[src/rtl/status_cond_unit.sv]
// status_cond_unit: architectural status register plus ARM condition
// evaluator. It produces a registered execute/squash decision for the
// instruction leaving ID and keeps saturating pass/fail statistics.
//
// Output handshake: cond_pass_valid is a valid-only qualifier with no ready.
// cond_pass is meaningful only while cond_pass_valid=1. Both outputs hold
// their value during a stall and drop to 0 on a flush. The consumer samples
// them on every edge.
module status_cond_unit #(
    parameter int CNT_W = 16
) (
    input  logic             clk,
    input  logic             rst,
    input  logic             sr_wr_en,
    input  logic [3:0]       sr_wr_data,
    input  logic [3:0]       cond,
    input  logic             cond_valid,
    input  logic             stall,
    input  logic             flush,
    output logic [3:0]       sr,
    output logic             cond_pass,
    output logic             cond_pass_valid,
    output logic [CNT_W-1:0] pass_count,
    output logic [CNT_W-1:0] fail_count
);

    localparam logic [CNT_W-1:0] CNT_MAX = '1;

    logic [3:0] flags;
    logic       flag_z;
    logic       flag_c;
    logic       flag_n;
    logic       flag_v;
    logic       eval;
    logic       advance;
    logic       count_en;

    // Bypass: a flag write in EXE is visible to the condition in ID this cycle
    always_comb begin
        flags  = sr_wr_en ? sr_wr_data : sr;
        flag_z = flags[3];
        flag_c = flags[2];
        flag_n = flags[1];
        flag_v = flags[0];
    end

    // Condition field decode against the effective flags
    always_comb begin
        eval = 1'b0;
        case (cond)
            4'h0:    eval = flag_z;
            4'h1:    eval = !flag_z;
            4'h2:    eval = flag_c;
            4'h3:    eval = !flag_c;
            4'h4:    eval = flag_n;
            4'h5:    eval = !flag_n;
            4'h6:    eval = flag_v;
            4'h7:    eval = !flag_v;
            4'h8:    eval = flag_c && !flag_z;
            4'h9:    eval = !flag_c || flag_z;
            4'hA:    eval = (flag_n == flag_v);
            4'hB:    eval = (flag_n != flag_v);
            4'hC:    eval = !flag_z && (flag_n == flag_v);
            4'hD:    eval = flag_z || (flag_n != flag_v);
            4'hE:    eval = 1'b1;
            default: eval = 1'b0;
        endcase
    end

    // Decision stage moves only when neither killed nor held
    always_comb begin
        advance  = !flush && !stall;
        count_en = advance && cond_valid;
    end

    // Status register: written whenever EXE sets flags, regardless of stall/flush
    always_ff @(posedge clk or posedge rst) begin
        if (rst) begin
            sr <= 4'b0000;
        end else if (sr_wr_en) begin
            sr <= sr_wr_data;
        end
    end

    // Decision register: flush clears, stall holds, otherwise capture
    always_ff @(posedge clk or posedge rst) begin
        if (rst) begin
            cond_pass       <= 1'b0;
            cond_pass_valid <= 1'b0;
        end else if (flush) begin
            cond_pass       <= 1'b0;
            cond_pass_valid <= 1'b0;
        end else if (!stall) begin
            cond_pass       <= cond_valid && eval;
            cond_pass_valid <= cond_valid;
        end
    end

    // Saturating statistics, counting only evaluations that actually advance
    always_ff @(posedge clk or posedge rst) begin
        if (rst) begin
            pass_count <= '0;
            fail_count <= '0;
        end else if (count_en) begin
            if (eval && (pass_count != CNT_MAX)) begin
                pass_count <= pass_count + 1'b1;
            end
            if (!eval && (fail_count != CNT_MAX)) begin
                fail_count <= fail_count + 1'b1;
            end
        end
    end

endmodule

[config.mk]
export PLATFORM = sky130hd
export DESIGN_NAME = status_cond_unit
export DESIGN_NICKNAME = d
export VERILOG_FILES = /design/src/rtl/status_cond_unit.sv
export SDC_FILE = /design/constraint.sdc
export NUM_CORES = 1
export LEC_CHECK = 0
export CAP_MARGIN = 20
export CORE_MARGIN = 5
export CORE_UTILIZATION = 48
export CTS_CLUSTER_SIZE = 20
export DETAILED_ROUTE_END_ITERATION = 10
export PLACE_DENSITY = 0.87
export SETUP_SLACK_MARGIN = 0.05
export SKIP_CTS_REPAIR_TIMING = 1
export SYNTH_ARGS = -nofsm -noshare
export SYNTH_HDL_FRONTEND = slang
export SYNTH_SLANG_ARGS = --single-unit
[constraint.sdc]
create_clock -name clk -period 2.95 [get_ports clk]
set_clock_uncertainty 0.05 [all_clocks]
set_input_delay 0.59 -clock clk [delete_from_list [all_inputs] [get_ports clk]]
set_output_delay 0.59 -clock clk [all_outputs]
set_load 0.02 [all_outputs]
# After elaboration in Yosys (flattened, before gate mapping)
# Index checks and enable logic that the tools add are counted.
# totals
ff_bits	38
input_bits	14
out_inout_bits	38
wordCells	51
# op_classes
addsub	2
eq_ne	19
n_mux	6
reduce_logical	19
# op_table
cell	count
$add A16 B1 Y16 const B	2
$ne A16 B16 Y1 const B	2
$eq A4 B4 Y1 const B	7
$eq A4 B3 Y1 const B	4
$pmux W1 S15	1
$eq A4 B2 Y1 const B	2
$logic_and A1 B1 Y1	7
$logic_not A1 Y1	7
$eq A4 B1 Y1 const B	1
$logic_not A4 Y1	1
$mux W1	4
$mux W4	1
$reduce_and A2 Y1	2
$logic_or A1 B1 Y1	2
$ne A2 B1 Y1 const B	1
$eq A1 B1 Y1	1
$ne A1 B1 Y1	1

# Longest topological paths before layout
# logic_depth
depth_word	7
ltp_mapped	9
mapped_depth_nobuf	8

# Worst setup path after synthesis
# OpenSTA, ideal clock, no wires.
# synth_timing
kind	in2reg
startpoint	input sr_wr_en
endpoint	register fail_count[1]
setup_ns	0.125
t_arrival_ns	2.367
required_time_ns	2.775
setup_slack_ns	0.408
stages	9
n_path_buf	1
cell_sequence	mux2i_1 > inv_2 > xnor2_1 > a311oi_1 > a2bb2oi_1 > nand3_1 > buf_6 > nor2_1 > mux2_2
# synth_between
elab_chain_len	7
elab_cells_between_ends	15
classes_between	2 x eq/ne; 2 x mux; 11 x reduce/logical
# synth_lines
element	line	rtl
from (decl)	14	input logic sr_wr_en,
$mux W4 *	--	
net flags[0]	29	logic [3:0] flags;
$ne A1 B1 Y1 / $eq A1 B1 Y1 (equally long branches)	--	
$logic_or A1 B1 Y1 / $logic_and A1 B1 Y1 (equally long branches)	64, 63	
$pmux W1 S15 *	50	case (cond)
$logic_not A1 Y1 *	108	if (!eval && (fail_count != CNT_MAX)) begin
$logic_and A1 B1 Y1 *	108	
$reduce_and A2 Y1 (no source line) *	--	
to (signal assigned)	109	fail_count <= fail_count + 1'b1;
to (decl)	24	output logic [CNT_W-1:0] fail_count
# Mark *: on every way through the listed nets, which the timed path passes. The rest lies on a longest branch.
# A chain may end at the register's enable or synchronous reset.

# Worst setup path in the final report
# layout_timing
startpoint	input sr_wr_data[0]
endpoint	register fail_count[6]
# layout_between
elab_chain_len	7
elab_cells_between_ends	10
classes_between	2 x eq/ne; 2 x mux; 6 x reduce/logical
# layout_lines
element	line	rtl
from (decl)	15	input logic [3:0] sr_wr_data,
$mux W4 *	--	
net flags[0]	29	
$ne A1 B1 Y1 / $eq A1 B1 Y1 (equally long branches)	--	
$logic_or A1 B1 Y1 / $logic_and A1 B1 Y1 (equally long branches)	64, 63	
$pmux W1 S15 *	50	
$logic_not A1 Y1 *	108	
$logic_and A1 B1 Y1 *	108	
$reduce_and A2 Y1 (no source line) *	--	
# Marks and branches as above.

==> impl_metrics.json <==
{
  "syn_inst": 199,
  "rsz0062_at_grt": "no",
  "path_clk_slew_ns": 0.07,
  "cts.htree.levels": 2,
  "slew_headroom": 0.679,
  "die_area_sq_mm": 0.00556,
  "die_x_um": 74.6,
  "grt_pass1_vias": 1714,
  "synthTopCellsByArea": "dfrtp_1 48%, xor2_1 7.4%, xnor2_1 7.0%, nand3_1 6.8%, nor3_1 3.5%",
  "dpl.cell_count": 308,
  "synth_cell_types": 35,
  "cts.sinks": 38,
  "wl_um": 4570,
  "vias": 1700,
  "power.density_mw_per_mm2": 546,
  "hold_viol": 0,
  "cts_buffer_depth": 2,
  "min-delay-start": "fail_count[14]",
  "tritoncts": "built",
  "timing.rr.end": "fail_count[6]",
  "fin_crit_sh": 0.893,
  "drc": 0,
  "drt_iter0_markers": 131,
  "detail-route-antenna-nets": 0,
  "hp-class": "reg -> reg",
  "antenna_cells": 0,
  "core_region_area_sq_mm": 0.00403,
  "cp_data_arrival_time_ns": 2.79,
  "root_buffer": "clkbuf_8",
  "antenna_found_initial": 0,
  "numCtsBuffers": 5,
  "gp_congestion": 0.794,
  "boundaryPins": 52,
  "max_cap_viol_count": 0,
  "path_cells": "clkdlybuf4s50_1 > mux2i_2 > inv_2 > xnor2_1 > a311oi_1 > a2bb2oi_1 > nand3_1 > buf_12 > buf_12 > nor4_4 > xor2_1",
  "dr.pass1.iters": 4,
  "start_util": 0.497,
  "die_h_um": 74.6,
  "max_freq_ghz": 0.380,
  "dp_hpwl_um": 3350,
  "setup_viol": 0,
  "hold_depth": 1,
  "grt_usage": 0.179,
  "cpMaxStageDelayCell": "clkdlybuf4s50_1",
  "ys_warn_count": 0,
  "instances_no_fill": 316,
  "cp-end-kind": "flip-flop",
  "nets": 281,
  "setup.worst_path.start": "sr_wr_data[0]",
  "status": "finished, final reports clean",
  "path_max_fanout": 18,
  "port_buffers": 51,
  "crit_type": "in -> reg",
  "start_kind": "input port",
  "netlist.area_leader.share": 0.475,
  "clock_latency_ns": 0.29,
  "reg2reg_depth": 10,
  "cpPeakStageDelay_ns": 0.41,
  "syn_area_sq_mm": 0.00200,
  "yosysSeqAreaShare": 0.475,
  "grt_pass1_wl_um": 7780,
  "synthesis.nets": 215,
  "reg2reg_from": "sr[0]",
  "num_rows": 23,
  "vdd_drop_max_mv": 0.410,
  "detail_route.wl_per_cell_um": 14.5,
  "period_minus_slack_ns": 2.63,
  "cp_num_buf_inv": 4,
  "synth-seq-cells": 38,
  "via_per_inst": 5.38,
  "crit_top_cell": "buf_12",
  "syn2layout_area_growth_pct": 40.2,
  "leakage_nw": 1.25,
  "required_ns": 3.11,
  "maxSlewViolCount": 0,
  "min_to": "fail_count[14]",
  "whs_ns": 0.444,
  "drive_gt1_frac": 0.120,
  "overflow": 0,
  "r2r_setup_slack_ns": 0.65,
  "avgSynthCellArea_sq_um": 10.1,
  "grt_max_degree": 39,
  "cp_top_family": "buffers and inverters",
  "tightest_slew_ns": 0.481,
  "yosysTopAreaCell": "dfrtp_1"
}
-- per-layer routing --
layer | GRT usage | share of wire | up-vias
li1 | - | - | 825
met1 | 0.236 | 0.45 | 823
met2 | 0.300 | 0.50 | 45
met3 | 0.0324 | 0.042 | 7
met4 | 0.0553 | 0.011 | 0
met5 | 0 | 0 | -
-- layout make-up --
type                            instances  area [sq um]
Clock inverter                          1          30.0
Timing Repair Buffer                   66           663
Sequential cell                        38           951
Inverter                               10          37.5
Multi-Input combinational cell        144           985
Fill cell                             309          1220
Clock buffer                            7          76.3
Tap cell                               50          62.6
-- registers in the layout, summed over array words and instances (netlist names) --
name and cells:
fail_count 16, pass_count 16, sr 4, cond_pass 1
cond_pass_valid 1
-- cell usage in the layout, fill, tap and decap left out, types with 2 or more instances in the layout --
master / count
clkbuf_1: 2
and3_1: 6
xor2_1: 17
mux2_2: 4
clkbuf_8: 5
nand2_1: 11
nand2b_1: 3
ha_1: 2
buf_4: 12
mux2i_1: 4
buf_12: 3
nor3_1: 13
xnor2_1: 16
a21oi_1: 2
nor2_1: 12
nand3_1: 27
inv_1: 9
clkdlybuf4s50_1: 50
nor4b_1: 2
nand4_1: 7
o21ai_0: 2
nor4_4: 2
dfrtp_1: 38
-- power by group --
part / total [W] / leakage (nW) / internal, W / switching [W]
clock network: 0.000433 / 0.0524 / 0.000253 / 0.000180
logic: 0.000443 / 0.689 / 0.000223 / 0.000220
registers: 0.000655 / 0.504 / 0.000578 / 0.0000773
total: 0.00153 / 1.25 / 0.00105 / 0.000477
-- cells in the mapped netlist, drive strengths merged --
library cell   n
and3           6
a31oi          1
inv           10
a311oi         1
nand3b         1
and4           1
xnor2         16
mux2i          5
nand3         27
dfrtp         38
clkbuf         5
nor4b          2
a32o           1
buf            2
a2bb2oi        1
nor4           3
nor3          14
mux2           4
nand4b         1
or2            1
a32oi          1
o21ai          2
nand4          7
a21oi          2
nor2          12
a31o           1
xor2          17
nand2         11
nand2b         3
ha             2
nor2b          1
-- through the flow --
| step | instance area (sq um) | worst slack (ns) | TNS, ns | util | power, W |
|---|---|---|---|---|---|
| 2_1_floorplan | 2000 | 0.408 | 0 | - | 0.000877 |
| 3_3_place_gp | 2690 | -0.103 | -1.14 | 0.667 | 0.00109 |
| 3_5_place_dp | 2690 | -0.223 | -2.71 | 0.667 | 0.00111 |
| 4_1_cts | 2790 | 0.0944 | 0 | 0.693 | 0.00154 |
| 5_1_grt | 2810 | 0.177 | 0 | 0.696 | 0.00161 |
| 6_report | 2810 | 0.316 | 0 | 0.696 | 0.00153 |
-- worst max path at each step --
stage	slack (ns)	cells after the start	endpoint
final	0.32	11	fail_count[6]
after global routing	0.18	11	fail_count[6]
after CTS	0.09	10	fail_count[3]
after detailed placement	-0.22	10	fail_count[6]
after global placement	-0.10	11	fail_count[4]
after floorplan	0.41	9	fail_count[1]
-- cells by family (layout without fill, tap and decap cells) --
logic type      Yosys count  in the layout  share of synthesized area
fa+ha+maj                 2              2                     0.0125
simple gates             90             90                      0.248
flops                    38             38                      0.475
mux                       9              9                     0.0475
xor+xnor                 33             33                      0.144
buf+inv                  17             84                     0.0369
compound gates           10             10                     0.0357
Power figures use the tool's default switching activity.
